==> src/rtl/ann_pkg.sv <==
// Shared fixed-point definitions for the ANN datapath: Q8.8 format constants,
// saturation bounds, FSM state encoding and the signed data type.
package ann_pkg;

    localparam int DATA_W    = 16;
    localparam int FRAC_BITS = 8;
    localparam int ACC_W     = 40;

    localparam logic signed [DATA_W-1:0] Q_MAX = 16'sh7FFF;
    localparam logic signed [DATA_W-1:0] Q_MIN = 16'sh8000;

    typedef enum logic [1:0] {
        IDLE,
        ACC,
        FINISH
    } state_t;

    typedef logic signed [DATA_W-1:0] data_t;

endpackage

==> src/rtl/ann_saturate.sv <==
// Combinational accumulator-to-Q8.8 conversion: arithmetic shift, bias add,
// clamp to 16-bit signed and optional ReLU (macro NEURON_MAC_RELU_EN).
module ann_saturate
    import ann_pkg::*;
#(
    parameter int ACC_W     = 40,
    parameter int FRAC_BITS = 8
) (
    input  logic signed [ACC_W-1:0] acc,
    input  data_t                   bias,
    output data_t                   result
);

    localparam logic signed [ACC_W:0] SAT_HI = (ACC_W+1)'(Q_MAX);
    localparam logic signed [ACC_W:0] SAT_LO = (ACC_W+1)'(Q_MIN);

    function automatic data_t sat_clamp(input logic signed [ACC_W:0] v);
        data_t r;
        if (v > SAT_HI) begin
            r = Q_MAX;
        end else if (v < SAT_LO) begin
            r = Q_MIN;
        end else begin
            r = data_t'(v);
        end
        return r;
    endfunction

    function automatic data_t activate(input data_t v);
        data_t r;
        r = v;
`ifdef NEURON_MAC_RELU_EN
        if (v < 0) begin
            r = '0;
        end
`endif
        return r;
    endfunction

    logic signed [ACC_W-1:0] shifted;
    logic signed [ACC_W:0]   sum;

    // Shift floors toward -inf; one extra bit keeps the bias add from wrapping.
    assign shifted = acc >>> FRAC_BITS;
    assign sum     = (ACC_W+1)'(shifted) + (ACC_W+1)'(bias);
    assign result  = activate(sat_clamp(sum));

endmodule

==> src/rtl/neuron_mac.sv <==
// Single-neuron Q8.8 multiply-accumulate: streams N_INPUTS (x, w) pairs, adds
// bias, rescales and saturates. ReLU output selectable via NEURON_MAC_RELU_EN.
module neuron_mac
    import ann_pkg::*;
#(
    parameter int N_INPUTS  = 4,
    parameter int FRAC_BITS = 8,
    parameter int ACC_W     = 40
) (
    input  logic  clk,
    input  logic  rst_n,
    input  logic  start,
    input  data_t bias,
    input  data_t x,
    input  data_t w,
    input  logic  in_valid,
    output logic  in_ready,
    output logic  busy,
    output logic  out_clr,
    output logic  out_valid,
    output data_t out_data
);

    localparam int CNT_W = (N_INPUTS > 1) ? $clog2(N_INPUTS) : 1;
    localparam logic [CNT_W-1:0] LAST_CNT = CNT_W'(N_INPUTS - 1);

    state_t                  state;
    logic [CNT_W-1:0]        cnt;
    logic signed [ACC_W-1:0] acc;
    data_t                   bias_q;
    logic signed [31:0]      prod;
    data_t                   sat_result;

    assign in_ready = (state == ACC);
    assign busy     = (state != IDLE);
    assign prod     = 32'(x) * 32'(w);

    ann_saturate #(
        .ACC_W     (ACC_W),
        .FRAC_BITS (FRAC_BITS)
    ) u_sat (
        .acc    (acc),
        .bias   (bias_q),
        .result (sat_result)
    );

    always_ff @(posedge clk) begin
        if (!rst_n) begin
            state     <= IDLE;
            cnt       <= '0;
            acc       <= '0;
            bias_q    <= '0;
            out_clr   <= 1'b0;
            out_valid <= 1'b0;
            out_data  <= '0;
        end else begin
            out_clr   <= 1'b0;
            out_valid <= 1'b0;
            case (state)
                IDLE: begin
                    if (start) begin
                        bias_q  <= bias;
                        acc     <= '0;
                        cnt     <= '0;
                        out_clr <= 1'b1;
                        state   <= ACC;
                    end
                end
                // Accumulate stage: only accepted beats touch acc/cnt.
                ACC: begin
                    if (in_valid) begin
                        acc <= acc + ACC_W'(prod);
                        cnt <= cnt + 1'b1;
                        if (cnt == LAST_CNT) begin
                            state <= FINISH;
                        end
                    end
                end
                // Output stage: register the saturated result for one cycle.
                FINISH: begin
                    out_data  <= sat_result;
                    out_valid <= 1'b1;
                    state     <= IDLE;
                end
                default: state <= IDLE;
            endcase
        end
    end

endmodule
==> config.mk <==
export PLATFORM = sky130hd
export DESIGN_NAME = neuron_mac
export DESIGN_NICKNAME = d
export VERILOG_FILES = /design/src/rtl/ann_pkg.sv /design/src/rtl/ann_saturate.sv /design/src/rtl/neuron_mac.sv
export SDC_FILE = /design/constraint.sdc
export NUM_CORES = 1
export LEC_CHECK = 0
export BUFFER_PORTS_ARGS = -buffer_cell sky130_fd_sc_hd__clkbuf_2
export CORE_ASPECT_RATIO = 2
export CORE_MARGIN = 3
export CORE_UTILIZATION = 60
export DETAILED_ROUTE_END_ITERATION = 10
export PLACE_DENSITY = 0.83
export SYNTH_ARGS = -nofsm -noshare
export SYNTH_HDL_FRONTEND = slang
export SYNTH_HIERARCHICAL = 1
export SYNTH_SLANG_ARGS = --single-unit
==> constraint.sdc <==
create_clock -name clk -period 9.3 [get_ports clk]
set_input_delay 1.395 -clock clk [delete_from_list [all_inputs] [get_ports clk]]
set_output_delay 1.395 -clock clk [all_outputs]
set_load 0.01 [all_outputs]
Yosys cells after proc, flatten, opt, wreduce, memory -nomap -nowiden --
Cells that the tools add are included.
Operators by class: muxes and demuxes 14, add/sub/neg operators 3, $mul 1, eq/ne operators 6, $lt $le $gt $ge 2, reductions and logical operators 7
Operators by type and width (number):
- $mux W40 | 2
- $pmux W40 S2 | 1
- $gt A41 B16 Y1 const B | 1
- $lt A41 B16 Y1 const B | 1
- $add A40 B32 Y40 | 1
- $add A32 B16 Y33 | 1
- $mul A16 B16 Y32 | 1
- $mux W16 | 2
- $mux W2 | 5
- $pmux W2 S2 | 2
- $reduce_and A3 Y1 | 2
- $eq A2 B2 Y1 const B | 2
- $ne A2 B2 Y1 const B | 2
- $reduce_and A2 Y1 | 2
- $reduce_bool A2 Y1 | 2
- $add A2 B1 Y2 const B | 1
- $eq A2 B1 Y1 const B | 1
- $logic_not A2 Y1 | 1
- $mux W1 | 2
- $ne A2 B1 Y1 const B | 1
Storage, ports and cells: output and inout bits 20, register bits 78, input port bits 52, word-level logic and storage cells 40

Logic depth before layout (Yosys ltp) --
Gate-level depths: netlist of the first run.
word-level depth 4, gate-level depth with buffers 24, gate-level depth less buffers 23

By module --
The synthesis of the first run kept the hierarchy.
Modules (own cells, without submodules):
- neuron_mac | instances 1, cells an instance 1690, sequential area each 1561.5 um^2, area an instance 15227.1 um^2
- ann_saturate | instances 1, cells an instance 399, sequential area each 0.0 um^2, area an instance 2844.0 um^2

Least setup slack after synthesis of the first run --
No wires, ideal clock.
path type input to register, from in x[15], to reg acc[38], path slack 1.753 ns, stages 23, library setup time 0.058 ns, buffers on the path 2, data arrival time 7.489 ns, required time 9.242 ns, path through clkbuf_1 -> nand2_1 -> inv_1 -> fa_1 -> fa_1 -> inv_1 -> fa_1 -> inv_1 -> fa_1 -> fa_1 -> inv_1 -> fa_1 -> inv_1 -> ha_1 -> buf_2 -> nand3_2 -> or4_4 -> nor3_2 -> o211ai_1 -> o211ai_2 -> a41oi_2 -> a2111oi_2 -> a211o_1
Between the ends: cells in the longest elaborated chain, start to end 4
RTL lines:
- start: declaration | RTL line neuron_mac.sv:14 | input data_t x,
- $mul A16 B16 Y32 | RTL line neuron_mac.sv:36 | assign prod = 32'(x) * 32'(w);
- $add A40 B32 Y40 | RTL line neuron_mac.sv:72 | acc <= acc + ACC_W'(prod);
- $mux W40 | RTL line neuron_mac.sv:71 | if (in_valid) begin
- $pmux W40 S2 | RTL line neuron_mac.sv:59 | case (state)
- end signal: assignment | RTL line neuron_mac.sv:72
- end: declaration | RTL line neuron_mac.sv:29 | logic signed [ACC_W-1:0] acc;
No other way between the ends. The select of a mux whose other input is x is not followed. A chain may end at the register's enable or synchronous reset.

Worst setup path in the final report of the first run --
from in x[15], to reg acc[32]
The elaborated chain is that of the path after synthesis.

==> flow_metrics.env, run 1 <==
export IMPL_crit_type="input port to register"
export IMPL_first_global_vias=16000
export IMPL_ff2ff_setup_slack_ps=3140
export IMPL_wl_per_cell_um=19.2
export IMPL_ctsHoldBuffers=0
export IMPL_area_sequential_sq_um=1560
export IMPL_coreArea_sq_um=29600
export IMPL_synth_distinct_cells=88
export IMPL_drive_above_1_share=0.0632
export IMPL_max_freq_ghz=0.122
export IMPL_dr_first_iter_drc_count=808
export IMPL_rows=89
export IMPL_routed_wl_um=47300
export IMPL_drv_cap=1
export IMPL_gr_usage_all_layers=0.299
export IMPL_grt_pass1_wl_um=77600
export IMPL_fill_cells=2490
export IMPL_hp_start="out_data[11]"
export IMPL_nets=2629
export IMPL_rr_worst_depth=15
export IMPL_dpl_hpwl_um=40600
export IMPL_cp_start_kind="input port"
export IMPL_async_flop_share=0
export IMPL_clk_latency_ps=350
export IMPL_rsz0062_at_grt="no"
export IMPL_yosys_warnings=6
export IMPL_postSynthNetCount=2620
export IMPL_hold_violations=0
export IMPL_viasPerCell=5.95
export IMPL_endpoint_kind="register"
export IMPL_status="finished with violations"
export IMPL_cts_made_buffers=9
export IMPL_min_path_type="register to register"
export IMPL_via_count=14700
export IMPL_overflow=0
export IMPL_violations="max-capacitance violations, max-slew violations"
export IMPL_die_w_um=129
export IMPL_path_max_fanout=16
export IMPL_initial_core_util=0.610
export IMPL_ios=72
export IMPL_diodes=0
export IMPL_synth_seq_cells=78
export IMPL_cts_resized=0
export IMPL_multiInputGateArea_sq_um=14600
export IMPL_critPathArrivalTime_ps=8420
export IMPL_drtAntennaViolNets=0
export IMPL_r2r_end="acc[32]"
export IMPL_gp_congestion=0.974
export IMPL_postSynthCellCount=2089
export IMPL_synthToLayoutAreaGrowth_pct=4.48
export IMPL_portBuffers=71
export IMPL_first_pass_iters=5
export IMPL_die_y_um=251
export IMPL_synth_edff_count=0
export IMPL_syn_area_per_cell_sq_um=8.65
export IMPL_timing_slew_headroom=-0.00716
export IMPL_netlist_area_sq_um=18100
export IMPL_final_common_cell="inv_1"
export IMPL_finalCritPeriodShare=0.879
export IMPL_min_to="out_data[11]"
export IMPL_die_area_sq_um=32400
export IMPL_final_cell_mix="inv_1 (429), fa_1 (331), nand2_1 (272)"
export IMPL_cts_htree_levels=3
export IMPL_root_buffer="clkbuf_16"
export IMPL_yosys_most_used_dff="dfxtp_1"
export IMPL_worstMarginPinSlew_ps=1470
export IMPL_required_ps=9540
export IMPL_slew_violations=1
export IMPL_drc=0
export IMPL_holdPathStages=2
export IMPL_clock_skew_ps=9.34
export IMPL_min_period_ps=8170
export IMPL_reg2reg_from="acc[11]"
export IMPL_cts_tree="built"
export IMPL_setup_viol=0
export IMPL_clk_pin_slew_ps=70
export IMPL_grt_max_degree=65
export IMPL_antenna_found_initial=0
export IMPL_postCtsSetupRepairBufs=0
export IMPL_clk_path_buf_depth=2
export IMPL_yosysSeqAreaShare=0.0864
export IMPL_setup_tns_ps=0
export IMPL_cts_sinks=78
[kinds of logic (layout without fill, tap and decap cells)]
logic type      Yosys count  after routing  share of synthesized area
simple gates            634            634                      0.176
mux                       6              6                    0.00339
xor+xnor                 49             49                     0.0237
compound gates          335            335                      0.134
flops                    78             78                     0.0864
buf+inv                 508            522                      0.107
fa+ha+maj               479            479                      0.469
[how the worst max path moves through the flow]
stage               cells past startpoint  start  slack (ps)       to
floorplan                              23  x[15]        1750  acc[38]
global placement                       22  x[15]        1000  acc[38]
detailed placement                     22  x[15]         900  acc[38]
CTS                                    22  x[15]        1250  acc[38]
global route                           20  x[15]         890  acc[30]
finish                                 20  x[15]        1130  acc[32]
[synth_stat cells, drive strengths merged (14+ instances only)]
library cell / number / area, sq um
inv: 429 / 1610
fa: 331 / 6630
nand2: 273 / 1030
ha: 148 / 1850
and2: 123 / 772
dfxtp: 78 / 1560
a21oi: 72 / 364
clkbuf: 63 / 238
nor2: 63 / 236
o21ai: 51 / 259
a21boi: 45 / 338
nand3: 41 / 210
o211ai: 41 / 368
xnor2: 35 / 307
nand4: 26 / 169
nor2b: 23 / 146
a21o: 21 / 158
nor3: 19 / 100
a22oi: 16 / 120
buf: 16 / 92.6
nor3b: 16 / 120
xor2: 14 / 123
[state kept, by name, indices dropped and copies added (netlist names)]
register	cells
out_data	16
out_clr	1
cnt	2
acc	40
out_valid	1
state	2
bias_q	16
[cell type report]
type / count / share of cell area
Timing Repair Buffer: 77 / 0.0212
Multi-Input combinational cell: 1503 / 0.772
Clock inverter: 7 / 0.00311
Clock buffer: 9 / 0.0119
Tap cell: 364 / 0.0241
Sequential cell: 78 / 0.0827
Inverter: 429 / 0.0853
[metrics by stage]
step           cells  area (sq um)  worst slack [ps]  hold WS, ps  utilization
5_1_grt         2467         18900               890          489        0.637
3_5_place_dp    2451         18600               900          458        0.628
3_3_place_gp    2451         18600               998          451        0.628
6_report        2467         18900              1130          462        0.637
2_1_floorplan   2089         18100              1750          445            -
4_1_cts         2467         18900              1250          467        0.637
[metal layers]
metal  vias up  routed length, um  GRT usage
met2       510              26700      0.581
met4         0               3280      0.174
met1      7278              15600      0.297
met5         -                  0          0
li1       6668                  -          -
met3       217               1640     0.0294
[critical path, cell delays in order]
cell       delay [ps]
clkbuf_2          270
nand2_1           240
inv_1              80
fa_1              780
fa_1              470
inv_1             310
fa_1              490
inv_1              90
fa_1              420
fa_1              500
inv_1              50
fa_1              480
inv_1              50
ha_1              420
nand3_1           180
or3_1             410
a2111oi_0        1240
o211ai_1          250
mux2i_1           210
nand2_1            60
Power of run 1 is left out: the tool's default activity adds up to more than one toggle a clock period on the data nets, which glitch-free logic cannot reach.
==> inputs of run 2 (changes only) <==
--- a/config.mk
+++ b/config.mk
@@ -6,7 +6,7 @@
 export NUM_CORES = 1
 export LEC_CHECK = 0
 export BUFFER_PORTS_ARGS = -buffer_cell sky130_fd_sc_hd__clkbuf_2
-export CORE_ASPECT_RATIO = 2
+export CORE_ASPECT_RATIO = 0.7
 export CORE_MARGIN = 3
 export CORE_UTILIZATION = 60
 export DETAILED_ROUTE_END_ITERATION = 10
==> run 2 against run 1 <==
Effect of this change:
- the run now ends clean
- maximum frequency increased by 0.75%
- final area increased by 0.32%
- utilization increased by 0.95 points
- sequential share of layout area about the same
- highest routed layer unchanged
==> flow_metrics.env, run 2 (synthesized netlist as in run 1, its figures left out) <==
export IMPL_finalCritPeriodShare=0.872
export IMPL_gp_congestion=0.995
export IMPL_timing_slew_headroom=0.126
export IMPL_place_area_sq_um=18600
export IMPL_largest_reg_flops=40
export IMPL_holdPathStages=2
export IMPL_max_freq_ghz=0.123
export IMPL_status="finished clean"
export IMPL_fin_area_sq_um=18900
export IMPL_gr_usage_all_layers=0.290
export IMPL_cts_sinks=78
export IMPL_routed_wl_um=44600
export IMPL_hold_violations=0
export IMPL_drtAntennaViolNets=0
export IMPL_die_w_um=213
export IMPL_ios=72
export IMPL_first_global_vias=15000
export IMPL_slew_violations=0
export IMPL_fill_cells=2337
export IMPL_required_ps=9550
export IMPL_clk_pin_slew_ps=60
export IMPL_cts_htree_levels=3
export IMPL_path_max_fanout=16
export IMPL_setup_tns_ps=0
export IMPL_setup_viol=0
export IMPL_critPathArrivalTime_ps=8360
export IMPL_cp_start_kind="input port"
export IMPL_endpoint_kind="register"
export IMPL_min_path_type="register to register"
export IMPL_final_cell_mix="inv_1 (429), fa_1 (331), nand2_1 (272)"
export IMPL_wl_per_cell_um=18.0
export IMPL_coreArea_sq_um=29300
export IMPL_fin_util=0.647
export IMPL_via_count=14800
export IMPL_grt_pass1_wl_um=74400
export IMPL_ff2ff_setup_slack_ps=3260
export IMPL_min_period_ps=8110
export IMPL_worstMarginPinSlew_ps=1280
export IMPL_clock_skew_ps=6.39
export IMPL_grt_max_degree=65
export IMPL_die_area_sq_um=32300
export IMPL_root_buffer="clkbuf_16"
export IMPL_min_to="out_data[6]"
export IMPL_largest_registers="acc x40, bias_q x16, out_data x16"
export IMPL_dr_first_iter_drc_count=1360
export IMPL_initial_core_util=0.617
export IMPL_rr_worst_depth=15
export IMPL_cts_resized=0
export IMPL_postCtsSetupRepairBufs=0
export IMPL_synthToLayoutAreaGrowth_pct=4.81
export IMPL_first_pass_iters=6
export IMPL_rows=52
export IMPL_overflow=0
export IMPL_drv_cap=0
export IMPL_reg2reg_from="acc[9]"
export IMPL_portBuffers=71
export IMPL_final_cells=2485
export IMPL_drc=0
export IMPL_rsz0062_at_grt="no"
export IMPL_clk_latency_ps=350
export IMPL_drive_above_1_share=0.0650
export IMPL_viasPerCell=5.95
export IMPL_cts_made_buffers=9
export IMPL_dpl_hpwl_um=37900
export IMPL_cts_tree="built"
export IMPL_r2r_end="acc[32]"
export IMPL_ctsHoldBuffers=0
export IMPL_final_common_cell="inv_1"
export IMPL_hp_start="out_data[6]"
export IMPL_die_y_um=151
export IMPL_antenna_found_initial=0
export IMPL_dp_cells=2469
export IMPL_clk_path_buf_depth=2
export IMPL_nets=2633
export IMPL_diodes=0
export IMPL_max_flop_register="acc"
export IMPL_crit_type="input port to register"
run 2: cell types whose count changed in the layout (fill, tap and decap cells not counted):
| cell | delta |
|---|---|
| buf_4 | +4 |
| clkinv_2 | +3 |
| inv_6 | -3 |
| clkinvlp_4 | -2 |
| bufinv_16 | +1 |
| clkinv_4 | +1 |
run 2: final cells by class:
| class | instances | area, sq um | area share |
|---|---|---|---|
| inverter | 429 | 1610 | 0.0850 |
| timing repair buffer | 81 | 430 | 0.0227 |
| sequential | 78 | 1560 | 0.0824 |
| multi-input combinational | 1503 | 14600 | 0.769 |
| clock buffer | 9 | 225 | 0.0119 |
| clock inverter | 7 | 71.3 | 0.00377 |
| tap | 378 | 473 | 0.0250 |
run 2: worst max path at each step:
| stage | from | endpoint | depth (start not counted) |
|---|---|---|---|
| 2_1_floorplan | x[15] | acc[38] | 23 |
| 3_3_place_gp | x[15] | acc[38] | 22 |
| 3_5_place_dp | x[15] | acc[38] | 22 |
| 4_1_cts | x[15] | acc[38] | 22 |
| 5_1_grt | x[15] | acc[38] | 22 |
| 6_report | x[15] | acc[38] | 22 |
run 2: critical path: stages:
cell and delay, ps:
clkbuf_2 260, nand2_1 240, inv_1 90, fa_1 660, fa_1 590, inv_1 190
fa_1 680, fa_1 570, inv_1 60, fa_1 530, inv_1 50, fa_1 470
inv_1 40, ha_1 360, a21oi_1 270, o21bai_1 120, or3_1 360, o221ai_1 420
o211ai_2 300, a41oi_2 340, a2111oi_2 110, a211o_1 250
run 2: per-layer routing:
layer | vias up | routed length (um) | part of all wire | global-route usage
met3 | 95 | 3980 | 0.089 | 0.0518
met4 | 0 | 1040 | 0.023 | 0.0726
met5 | - | 0 | 0 | 0
met1 | 7358 | 19100 | 0.43 | 0.419
li1 | 6688 | - | - | -
met2 | 651 | 20500 | 0.46 | 0.457
run 2: through the flow:
| stage | hold slack [ps] | setup WS (ps) |
|---|---|---|
| 2_1_floorplan | 445 | 1750 |
| 3_3_place_gp | 453 | 1060 |
| 3_5_place_dp | 456 | 925 |
| 4_1_cts | 465 | 1290 |
| 5_1_grt | 493 | 884 |
| 6_report | 461 | 1190 |
Power of run 2 is left out for the same reason.
